==> config.mk <==
export PLATFORM = sky130hd
export DESIGN_NAME = misr_reg
export DESIGN_NICKNAME = d
export VERILOG_FILES = /design/src/rtl/misr_chk_pkg.sv /design/src/rtl/misr_reg.sv
export SDC_FILE = /design/constraint.sdc
export NUM_CORES = 1
export LEC_CHECK = 0
export BUFFER_PORTS_ARGS = -buffer_cell sky130_fd_sc_hd__buf_4
export CORE_MARGIN = 2
export CORE_UTILIZATION = 46
export DETAILED_ROUTE_END_ITERATION = 16
export PLACE_DENSITY = 0.8
export REMOVE_ABC_BUFFERS = 1
export SYNTH_ARGS = -nofsm -noshare
export SYNTH_HDL_FRONTEND = slang
export SYNTH_SLANG_ARGS = --single-unit
==> constraint.sdc <==
create_clock -name clk_i -period 1 [get_ports clk_i]
set_input_delay 0.1 -clock clk_i [delete_from_list [all_inputs] [get_ports clk_i]]
set_output_delay 0.1 -clock clk_i [all_outputs]
set_load 0.05 [all_outputs]
==> src/rtl/misr_chk_pkg.sv <==
// Shared types and helpers for the MISR response checker.
// Holds the FSM state type and the MISR next-value function.
package misr_chk_pkg;

  typedef enum logic [1:0] {
    ST_IDLE    = 2'd0,
    ST_RUN     = 2'd1,
    ST_COMPARE = 2'd2,
    ST_DONE    = 2'd3
  } chk_state_e;

  localparam int MISR_MAX_W = 64;

  typedef logic [MISR_MAX_W-1:0] misr_word_t;

  localparam logic [15:0] DEF_POLY = 16'hB400;
  localparam logic [15:0] DEF_SEED = 16'h0000;

  // One MISR step: shift left, fold in POLY when the MSB falls out,
  // then XOR in the observation bits. Caller truncates to its width.
  function automatic misr_word_t misr_step(
    input misr_word_t sig,
    input misr_word_t obs,
    input misr_word_t poly,
    input logic [5:0] msb
  );
    misr_word_t nxt;
    nxt = (sig << 1) ^ obs;
    if (sig[msb]) nxt = nxt ^ poly;
    return nxt;
  endfunction

endpackage

==> src/rtl/misr_reg.sv <==
// Signature register with seed load and MISR shift.
// Load has priority over shift; otherwise the value holds.
module misr_reg
  import misr_chk_pkg::*;
#(
  parameter int               OBS_W = 1,
  parameter int               SIG_W = 16,
  parameter logic [SIG_W-1:0] POLY  = SIG_W'(DEF_POLY),
  parameter logic [SIG_W-1:0] SEED  = SIG_W'(DEF_SEED)
) (
  input  logic             clk_i,
  input  logic             rst_i,
  input  logic             load_i,
  input  logic             shift_i,
  input  logic [OBS_W-1:0] obs_i,
  output logic [SIG_W-1:0] sig_o
);

  logic [SIG_W-1:0] sig_q, sig_d;

  // next signature: seed, one MISR step, or hold
  always_comb begin
    sig_d = sig_q;
    if (load_i) begin
      sig_d = SEED;
    end else if (shift_i) begin
      sig_d = SIG_W'(misr_step(
        MISR_MAX_W'(sig_q),
        MISR_MAX_W'(obs_i),
        MISR_MAX_W'(POLY),
        6'(SIG_W-1)));
    end
  end

  // signature register, synchronous reset to seed
  always_ff @(posedge clk_i) begin
    if (rst_i) sig_q <= SEED;
    else       sig_q <= sig_d;
  end

  assign sig_o = sig_q;

endmodule

# Word level (Yosys, flattened, before mapping)
# Index checks and enable logic that the tools add are counted.
# word_totals
regBits	16
in_bits	5
out_inout_bits	16
elab_cells	5
# classes
muxes	1
bitwise_logic	2
n_reduce_logical	1
# op_table
op	n
2-to-1 mux 16 bit	1
bitwise XOR 16 x 1 -> 16 bit	1
inverter 4 bit	1
OR reduction 2 bit	1

# Logic depth before layout (Yosys ltp)
# Gate-level depths: netlist (run 1).
# logic_depth
ltp_word	3
mapped_depth	4
depth_no_buf	2

# Least setup slack after synthesis (run 1)
# No wires, ideal clock.
# synth_path
path_type	reg2reg
startpoint	register sig_q[15], in the netlist sig_o[15]
endpoint	register sig_q[10], in the netlist sig_o[10]
setup_time_ps	79
arrival_ps	1072
t_required_ps	921
slack_ps	-152
stages_incl_launch_ff	3
n_path_buf	0
period_less_slack_ps	1152
path_cell_list	dfxtp_1 > xnor2_1 > a211oi_2
# synth_between
elab_chain_len	1
# synth_lines
item	line	text
from (decl)	misr_reg.sv:19	logic [SIG_W-1:0] sig_q, sig_d;
from (signal assigned)	misr_reg.sv:38	else sig_q <= sig_d;
2-to-1 mux 16 bit	misr_chk_pkg.sv:29	if (sig[msb]) nxt = nxt ^ poly;
# No other way between the ends.
# A chain may end at the register's enable or synchronous reset.

# Worst setup path in the final report (run 1)
# layout_path
startpoint	register sig_q[2], in the netlist sig_o[2]
endpoint	output sig_o[2]
# layout_lines
item	line	text
to (decl)	misr_reg.sv:16	output logic [SIG_W-1:0] sig_o
# No word-level cell between the ends.

==> flow_results.xml, run 1 <==
<?xml version="1.0" encoding="UTF-8"?>
<metrics>
  <group name="place">
    <metric name="dp.final_hpwl" unit="um">675</metric>
    <metric name="finalWeightedCongestion" unit="">0.679</metric>
    <metric name="portBuffers" unit="">20</metric>
    <metric name="dpl_worst_slack" unit="ns">0.0217</metric>
    <metric name="cell_area_after_placement" unit="um2">748</metric>
    <metric name="place_inst" unit="">88</metric>
  </group>
  <group name="power_and_ir_drop">
    <metric name="vdd_drop_max" unit="V">0.000940</metric>
    <metric name="power_per_cell_area" unit="mW/mm2">1400</metric>
    <metric name="static-leakage-power" unit="nW">0.360</metric>
    <metric name="overall_power" unit="mW">1.17</metric>
  </group>
  <group name="min_path">
    <metric name="hp-start" unit="">obs_i</metric>
    <metric name="worst_min_delay_path_endpoint" unit="">sig_o[0]</metric>
    <metric name="hold_path_class" unit="">input pin to register</metric>
    <metric name="worst_hold_path.num_cells" unit="">3</metric>
  </group>
  <group name="finish">
    <metric name="final_layout_size_suffix_gt1_share" unit="%">36.4</metric>
    <metric name="non_filler_cell_area_final" unit="um2">831</metric>
    <metric name="post_layout_cell_count" unit="">92</metric>
    <metric name="utilization" unit="%">65.5</metric>
    <metric name="antenna_cells_inserted" unit="">0</metric>
    <metric name="finalNetCount" unit="">83</metric>
    <metric name="layout.filler_cells" unit="">104</metric>
    <metric name="max_reg_flops" unit="">16</metric>
    <metric name="p_r_area_growth_vs_syn" unit="%">35.0</metric>
  </group>
  <group name="cts">
    <metric name="cts.htree.levels" unit="">1</metric>
    <metric name="clock_pin_transition_on_the_worst_setup_and_hold_timing_paths" unit="ns">0.10</metric>
    <metric name="tritoncts" unit="">yes</metric>
    <metric name="cts.path.max_buffers" unit="">2</metric>
    <metric name="clkSinkCount" unit="">16</metric>
    <metric name="ctsRootBufferMaster" unit="">sky130_fd_sc_hd__clkbuf_4</metric>
    <metric name="worst_skew_pair.late_latency" unit="ns">0.28</metric>
    <metric name="numCtsBuffers" unit="">3</metric>
  </group>
  <group name="sta">
    <metric name="timing.hold.ws" unit="ns">0.0489</metric>
    <metric name="clock-skew-final" unit="ns">0.00227</metric>
    <metric name="finalSetupViolCount" unit="">0</metric>
    <metric name="timing.final.crit_share" unit="%">95.9</metric>
    <metric name="grt_setup_unrepaired" unit="">false</metric>
    <metric name="timing_max_transition_violations_final" unit="">0</metric>
    <metric name="tightestPinTransition" unit="ns">0.538</metric>
    <metric name="timing.slew.headroom" unit="%">64.1</metric>
    <metric name="finalWorstSetupSlack" unit="ns">0.0414</metric>
    <metric name="final_period_minus_worst_setup_slack" unit="ns">0.959</metric>
    <metric name="clock.fmax" unit="MHz">1040</metric>
    <metric name="final-hold-violation-count" unit="">0</metric>
    <metric name="setup_tns_final" unit="ns">0</metric>
  </group>
  <group name="detailed_routing">
    <metric name="drtIter0Drc" unit="">4</metric>
    <metric name="detail_route.first_pass.iterations" unit="">3</metric>
    <metric name="route.antenna.remaining_nets" unit="">0</metric>
    <metric name="vias" unit="">453</metric>
    <metric name="drc" unit="">0</metric>
    <metric name="wl" unit="um">1020</metric>
    <metric name="avgRoutedWirePerCell" unit="um">11.1</metric>
    <metric name="avgViaCountPerCell" unit="">4.92</metric>
  </group>
  <group name="run_status">
    <metric name="outcome" unit="">completed</metric>
  </group>
  <group name="logic_synthesis">
    <metric name="synthesized_instance_count" unit="">57</metric>
    <metric name="ys_top_cells_by_count" unit="">sky130_fd_sc_hd__dfxtp_1 (16), sky130_fd_sc_hd__nor2_1 (15), sky130_fd_sc_hd__mux2i_1 (12)</metric>
    <metric name="synth.yosys.seq_area_share" unit="%">52.0</metric>
    <metric name="postSynthRegisterBits" unit="">16</metric>
    <metric name="yosysUniqueCellTypes" unit="">13</metric>
    <metric name="synth_async_sr_flop_share" unit="%">0</metric>
    <metric name="synth_most_common_cell" unit="">sky130_fd_sc_hd__dfxtp_1</metric>
    <metric name="ys_top_cells_by_area" unit="">sky130_fd_sc_hd__dfxtp_1 (52%), sky130_fd_sc_hd__mux2i_1 (20%), sky130_fd_sc_hd__nor2_1 (9.1%)</metric>
    <metric name="synth_warnings" unit="">0</metric>
    <metric name="yosysTopAreaCell" unit="">sky130_fd_sc_hd__dfxtp_1</metric>
    <metric name="synth_flop_cell" unit="">sky130_fd_sc_hd__dfxtp_1</metric>
    <metric name="synth_enable_flop_cells" unit="">0</metric>
    <metric name="synth_area" unit="um2">616</metric>
    <metric name="portion_of_synthesized_cell_area_occupied_by_the_leading_cell_type" unit="%">52.0</metric>
    <metric name="post_synth.cell_area_avg" unit="um2">10.8</metric>
  </group>
  <group name="flow_run">
    <metric name="maxCapViolations" unit="">0</metric>
  </group>
  <group name="floorplan">
    <metric name="core_region_area" unit="mm2">0.00127</metric>
    <metric name="placementRows" unit="">13</metric>
    <metric name="start_util" unit="%">48.5</metric>
    <metric name="die_y" unit="um">40.6</metric>
    <metric name="die_width" unit="um">40.6</metric>
    <metric name="die_area" unit="mm2">0.00165</metric>
    <metric name="design.portCount" unit="">21</metric>
  </group>
  <group name="critical_path">
    <metric name="path_buf_inv" unit="">1</metric>
    <metric name="kind_of_end_point_of_the_critical_path" unit="">output pin</metric>
    <metric name="reg2regPathDepth" unit="">2</metric>
    <metric name="crit-reg2reg-capture" unit="">sig_o[15]</metric>
    <metric name="worstReg2RegStart" unit="">sig_o[15]</metric>
    <metric name="critical_path_arrival" unit="ns">0.86</metric>
    <metric name="timing.setup.critical_path_class" unit="">register to output pin</metric>
    <metric name="largest_delay_share_family_worst_path" unit="">flip-flops</metric>
    <metric name="worst_stage_delay_on_the_critical_path" unit="ns">0.37</metric>
    <metric name="cp_slowest_cell" unit="">sky130_fd_sc_hd__dfxtp_1</metric>
    <metric name="required" unit="ns">0.90</metric>
    <metric name="r2r_setup_slack" unit="ns">0.19</metric>
    <metric name="startpoint_type" unit="">register</metric>
    <metric name="cp_cell_sequence" unit="">buf_4</metric>
    <metric name="timing.critical_path.fanout_max" unit="">3</metric>
  </group>
  <group name="global_route">
    <metric name="antenna_violations_before_repair" unit="">0</metric>
    <metric name="grt_pass1_wl" unit="um">1460</metric>
    <metric name="globalRouteTotalUtil" unit="%">14.0</metric>
    <metric name="overflow" unit="">0</metric>
    <metric name="pin_count_of_the_biggest_net_entering_global_routing" unit="">21</metric>
    <metric name="first_global_vias" unit="">334</metric>
  </group>
</metrics>
==> cells by family (layout without fill, tap and decap cells) <==
| group | Yosys count | after routing | synth area share [%] |
|---|---|---|---|
| AOI/OAI and AO/OA | 5 | 5 | 6.91 |
| muxes | 12 | 12 | 19.5 |
| xor gates and xnor gates | 3 | 3 | 4.27 |
| and+or+nand+nor | 17 | 17 | 11.4 |
| DFF | 16 | 16 | 52.0 |
| buffers and inverters | 4 | 24 | 5.89 |
==> metal layers <==
| metal | vias up | GRT usage, % | wire [um] |
|---|---|---|---|
| met1 | 210 | 19.5 | 479 |
| met5 | - | 0 | 0 |
| met2 | 10 | 17.1 | 483 |
| li1 | 231 | - | - |
| met4 | 0 | 12.5 | 10 |
| met3 | 2 | 3.33 | 49 |
==> power by group <==
group	switching [mW]	leakage (nW)	internal (mW)
logic	0.0549	0.208	0.0368
registers	0.00577	0.131	0.640
clock network	0.206	0.0210	0.222
==> what timing repair did <==
action,in CTS,in global routing
hold buffers,0,0
pin swaps,0,0
endpoints found under the setup margin,2,11
buffers inserted,0,0
resized for setup,3,11
==> worst register-to-register path, cell delays in order (launching register included) <==
cell and delay (ns):
sky130_fd_sc_hd__dfxtp_4 0.40, sky130_fd_sc_hd__a21bo_2 0.22, sky130_fd_sc_hd__a21oi_1 0.12
==> cell type report <==
class                      instances  area [um2]  share of cell area (%)
sequential                        16         325                    39.2
multi-input combinational         37         259                    31.2
timing repair buffer              20         191                    23.0
clock buffer                       4        36.3                    4.37
tap                               15        18.8                    2.26
==> how the worst max path moves through the flow <==
stage / startpoint / end / cells after the start
after floorplan: sig_o[15] / sig_o[10] / 2
after global placement: load_i / sig_o[10] / 3
after global routing: sig_o[8] / sig_o[8] / 1
after CTS: sig_o[12] / sig_o[12] / 1
final: sig_o[2] / sig_o[2] / 1
after detailed placement: load_i / sig_o[10] / 3
==> layout by cell type (no fill, tap or decap) <==
cell / count
sky130_fd_sc_hd__a211oi_1: 2
sky130_fd_sc_hd__a211oi_2: 1
sky130_fd_sc_hd__a21bo_2: 1
sky130_fd_sc_hd__a21oi_1: 1
sky130_fd_sc_hd__buf_4: 9
sky130_fd_sc_hd__buf_6: 11
sky130_fd_sc_hd__clkbuf_4: 3
sky130_fd_sc_hd__clkbuf_8: 1
sky130_fd_sc_hd__dfxtp_1: 14
sky130_fd_sc_hd__dfxtp_2: 1
sky130_fd_sc_hd__dfxtp_4: 1
sky130_fd_sc_hd__mux2i_1: 12
sky130_fd_sc_hd__nand3b_1: 1
sky130_fd_sc_hd__nor2_1: 15
sky130_fd_sc_hd__or2_1: 1
sky130_fd_sc_hd__xnor2_1: 3
No activity file was read; power rests on OpenSTA's default activity.
==> run 2, diff against run 1 <==
==> constraint.sdc (replaced) <==
create_clock -name clk_i -period 1 [get_ports clk_i]
set_input_delay 0 -clock clk_i [delete_from_list [all_inputs] [get_ports clk_i]]
set_output_delay 0 -clock clk_i [all_outputs]
set_load 0.05 [all_outputs]
==> flow_results.xml, run 2 (synthesized netlist as in run 1, its figures left out) <==
<?xml version="1.0" encoding="UTF-8"?>
<metrics>
  <group name="critical_path">
    <metric name="timing.setup.critical_path_class" unit="">register to output pin</metric>
    <metric name="cp_cell_sequence" unit="">buf_4</metric>
    <metric name="critical_path_arrival" unit="ns">0.92</metric>
    <metric name="required" unit="ns">1.00</metric>
    <metric name="worst_stage_delay_on_the_critical_path" unit="ns">0.40</metric>
    <metric name="path_buf_inv" unit="">1</metric>
    <metric name="timing.critical_path.fanout_max" unit="">6</metric>
    <metric name="kind_of_end_point_of_the_critical_path" unit="">output pin</metric>
    <metric name="startpoint_type" unit="">register</metric>
    <metric name="cp_slowest_cell" unit="">sky130_fd_sc_hd__dfxtp_2</metric>
    <metric name="largest_delay_share_family_worst_path" unit="">flip-flops</metric>
  </group>
  <group name="place">
    <metric name="finalWeightedCongestion" unit="">0.679</metric>
    <metric name="dp.final_hpwl" unit="um">685</metric>
    <metric name="dpl_worst_slack" unit="ns">0.120</metric>
    <metric name="place_inst" unit="">88</metric>
    <metric name="portBuffers" unit="">20</metric>
  </group>
  <group name="finish">
    <metric name="utilization" unit="%">62.7</metric>
    <metric name="finalNetCount" unit="">84</metric>
    <metric name="layout_commonest_cell" unit="">sky130_fd_sc_hd__buf_4</metric>
    <metric name="post_layout_cell_count" unit="">93</metric>
    <metric name="antenna_cells_inserted" unit="">0</metric>
    <metric name="final_layout_size_suffix_gt1_share" unit="%">34.6</metric>
    <metric name="p_r_area_growth_vs_syn" unit="%">29.3</metric>
    <metric name="max_reg_flops" unit="">16</metric>
    <metric name="layout.filler_cells" unit="">113</metric>
    <metric name="most-common-layout-cells" unit="">sky130_fd_sc_hd__buf_4 (20), sky130_fd_sc_hd__nor2_1 (15), sky130_fd_sc_hd__dfxtp_1 (15)</metric>
  </group>
  <group name="detailed_routing">
    <metric name="drc" unit="">0</metric>
    <metric name="avgViaCountPerCell" unit="">4.89</metric>
    <metric name="vias" unit="">455</metric>
    <metric name="drtIter0Drc" unit="">3</metric>
    <metric name="avgRoutedWirePerCell" unit="um">11.7</metric>
    <metric name="route.antenna.remaining_nets" unit="">0</metric>
    <metric name="wl" unit="um">1090</metric>
    <metric name="detail_route.first_pass.iterations" unit="">4</metric>
  </group>
  <group name="cts">
    <metric name="clkSinkCount" unit="">16</metric>
    <metric name="ctsRootBufferMaster" unit="">sky130_fd_sc_hd__clkbuf_4</metric>
    <metric name="tritoncts" unit="">yes</metric>
    <metric name="cts.htree.levels" unit="">1</metric>
    <metric name="numCtsBuffers" unit="">3</metric>
    <metric name="clock_pin_transition_on_the_worst_setup_and_hold_timing_paths" unit="ns">0.09</metric>
    <metric name="worst_skew_pair.late_latency" unit="ns">0.29</metric>
    <metric name="cts.path.max_buffers" unit="">2</metric>
  </group>
  <group name="sta">
    <metric name="clock-skew-final" unit="ns">0.00498</metric>
    <metric name="tightestPinTransition" unit="ns">0.538</metric>
    <metric name="timing.final.crit_share" unit="%">91.7</metric>
    <metric name="grt_setup_unrepaired" unit="">false</metric>
    <metric name="timing.slew.headroom" unit="%">64.1</metric>
    <metric name="timing.hold.ws" unit="ns">0.114</metric>
    <metric name="final_period_minus_worst_setup_slack" unit="ns">0.917</metric>
    <metric name="clock.fmax" unit="MHz">1090</metric>
    <metric name="finalSetupViolCount" unit="">0</metric>
    <metric name="timing_max_transition_violations_final" unit="">0</metric>
    <metric name="finalWorstSetupSlack" unit="ns">0.0832</metric>
    <metric name="final-hold-violation-count" unit="">0</metric>
  </group>
  <group name="power_and_ir_drop">
    <metric name="static-leakage-power" unit="nW">0.355</metric>
    <metric name="power_per_cell_area" unit="mW/mm2">1470</metric>
    <metric name="vdd_drop_max" unit="V">0.00106</metric>
  </group>
  <group name="global_route">
    <metric name="globalRouteTotalUtil" unit="%">16.8</metric>
    <metric name="first_global_vias" unit="">369</metric>
    <metric name="overflow" unit="">0</metric>
    <metric name="antenna_violations_before_repair" unit="">0</metric>
    <metric name="pin_count_of_the_biggest_net_entering_global_routing" unit="">21</metric>
    <metric name="grt_pass1_wl" unit="um">1660</metric>
  </group>
  <group name="floorplan">
    <metric name="placementRows" unit="">13</metric>
    <metric name="die_y" unit="um">40.6</metric>
    <metric name="die_area" unit="mm2">0.00165</metric>
    <metric name="core_region_area" unit="mm2">0.00127</metric>
    <metric name="start_util" unit="%">48.5</metric>
    <metric name="design.portCount" unit="">21</metric>
    <metric name="die_width" unit="um">40.6</metric>
  </group>
  <group name="flow_run">
    <metric name="maxCapViolations" unit="">0</metric>
  </group>
  <group name="run_status">
    <metric name="outcome" unit="">completed</metric>
  </group>
  <group name="min_path">
    <metric name="hold_path_class" unit="">input pin to register</metric>
  </group>
</metrics>
-- run 2: routing by layer --
metal	vias up	track usage, %	share of wire [%]
li1	231	-	-
met1	207	23.5	46
met2	13	19.8	44
met3	4	3.33	5.8
met4	0	17.5	3.5
met5	-	0	0
-- run 2: stage by stage --
step | area [um2] | power (mW) | TNS [ns]
2_1_floorplan | 579 | 0.713 | -0.535
5_1_grt | 796 | 1.20 | 0
6_report | 796 | 1.17 | 0
3_5_place_dp | 748 | 0.754 | 0
3_3_place_gp | 748 | 0.753 | 0
4_1_cts | 796 | 1.17 | 0
-- run 2: layout make-up --
cell class	instances	area (um2)	area share (%)
timing repair buffer	21	160	20.1
clock buffer	4	36.3	4.56
tap	15	18.8	2.36
multi-input combinational	37	259	32.5
sequential	16	322	40.4
-- run 2: repair_timing --
action,in CTS,in global routing
endpoints found under the setup margin,1,0
buffers inserted,0,0
hold buffers,1,0
resized for setup,1,0
endpoints found under the hold margin,1,0
-- run 2: where the power goes --
| group | switching [mW] | total [mW] | leakage (nW) | internal [mW] |
|---|---|---|---|---|
| Combinational | 0.0561 | 0.0933 | 0.204 | 0.0372 |
| Clock | 0.207 | 0.429 | 0.0210 | 0.222 |
| Sequential | 0.00544 | 0.648 | 0.130 | 0.643 |
| Total | 0.269 | 1.17 | 0.355 | 0.902 |
-- run 2: worst paths after layout --
check | start | endpoint | slack, ns | cells past startpoint
worst max-delay path | sig_o[15] | sig_o[15] | 0.08 | 1
worst min-delay path | shift_i | sig_o[15] | 0.11 | 3
worst max register to register | sig_o[15] | sig_o[15] | 0.19 | 2
worst min register to register | sig_o[13] | sig_o[13] | 0.51 | 2
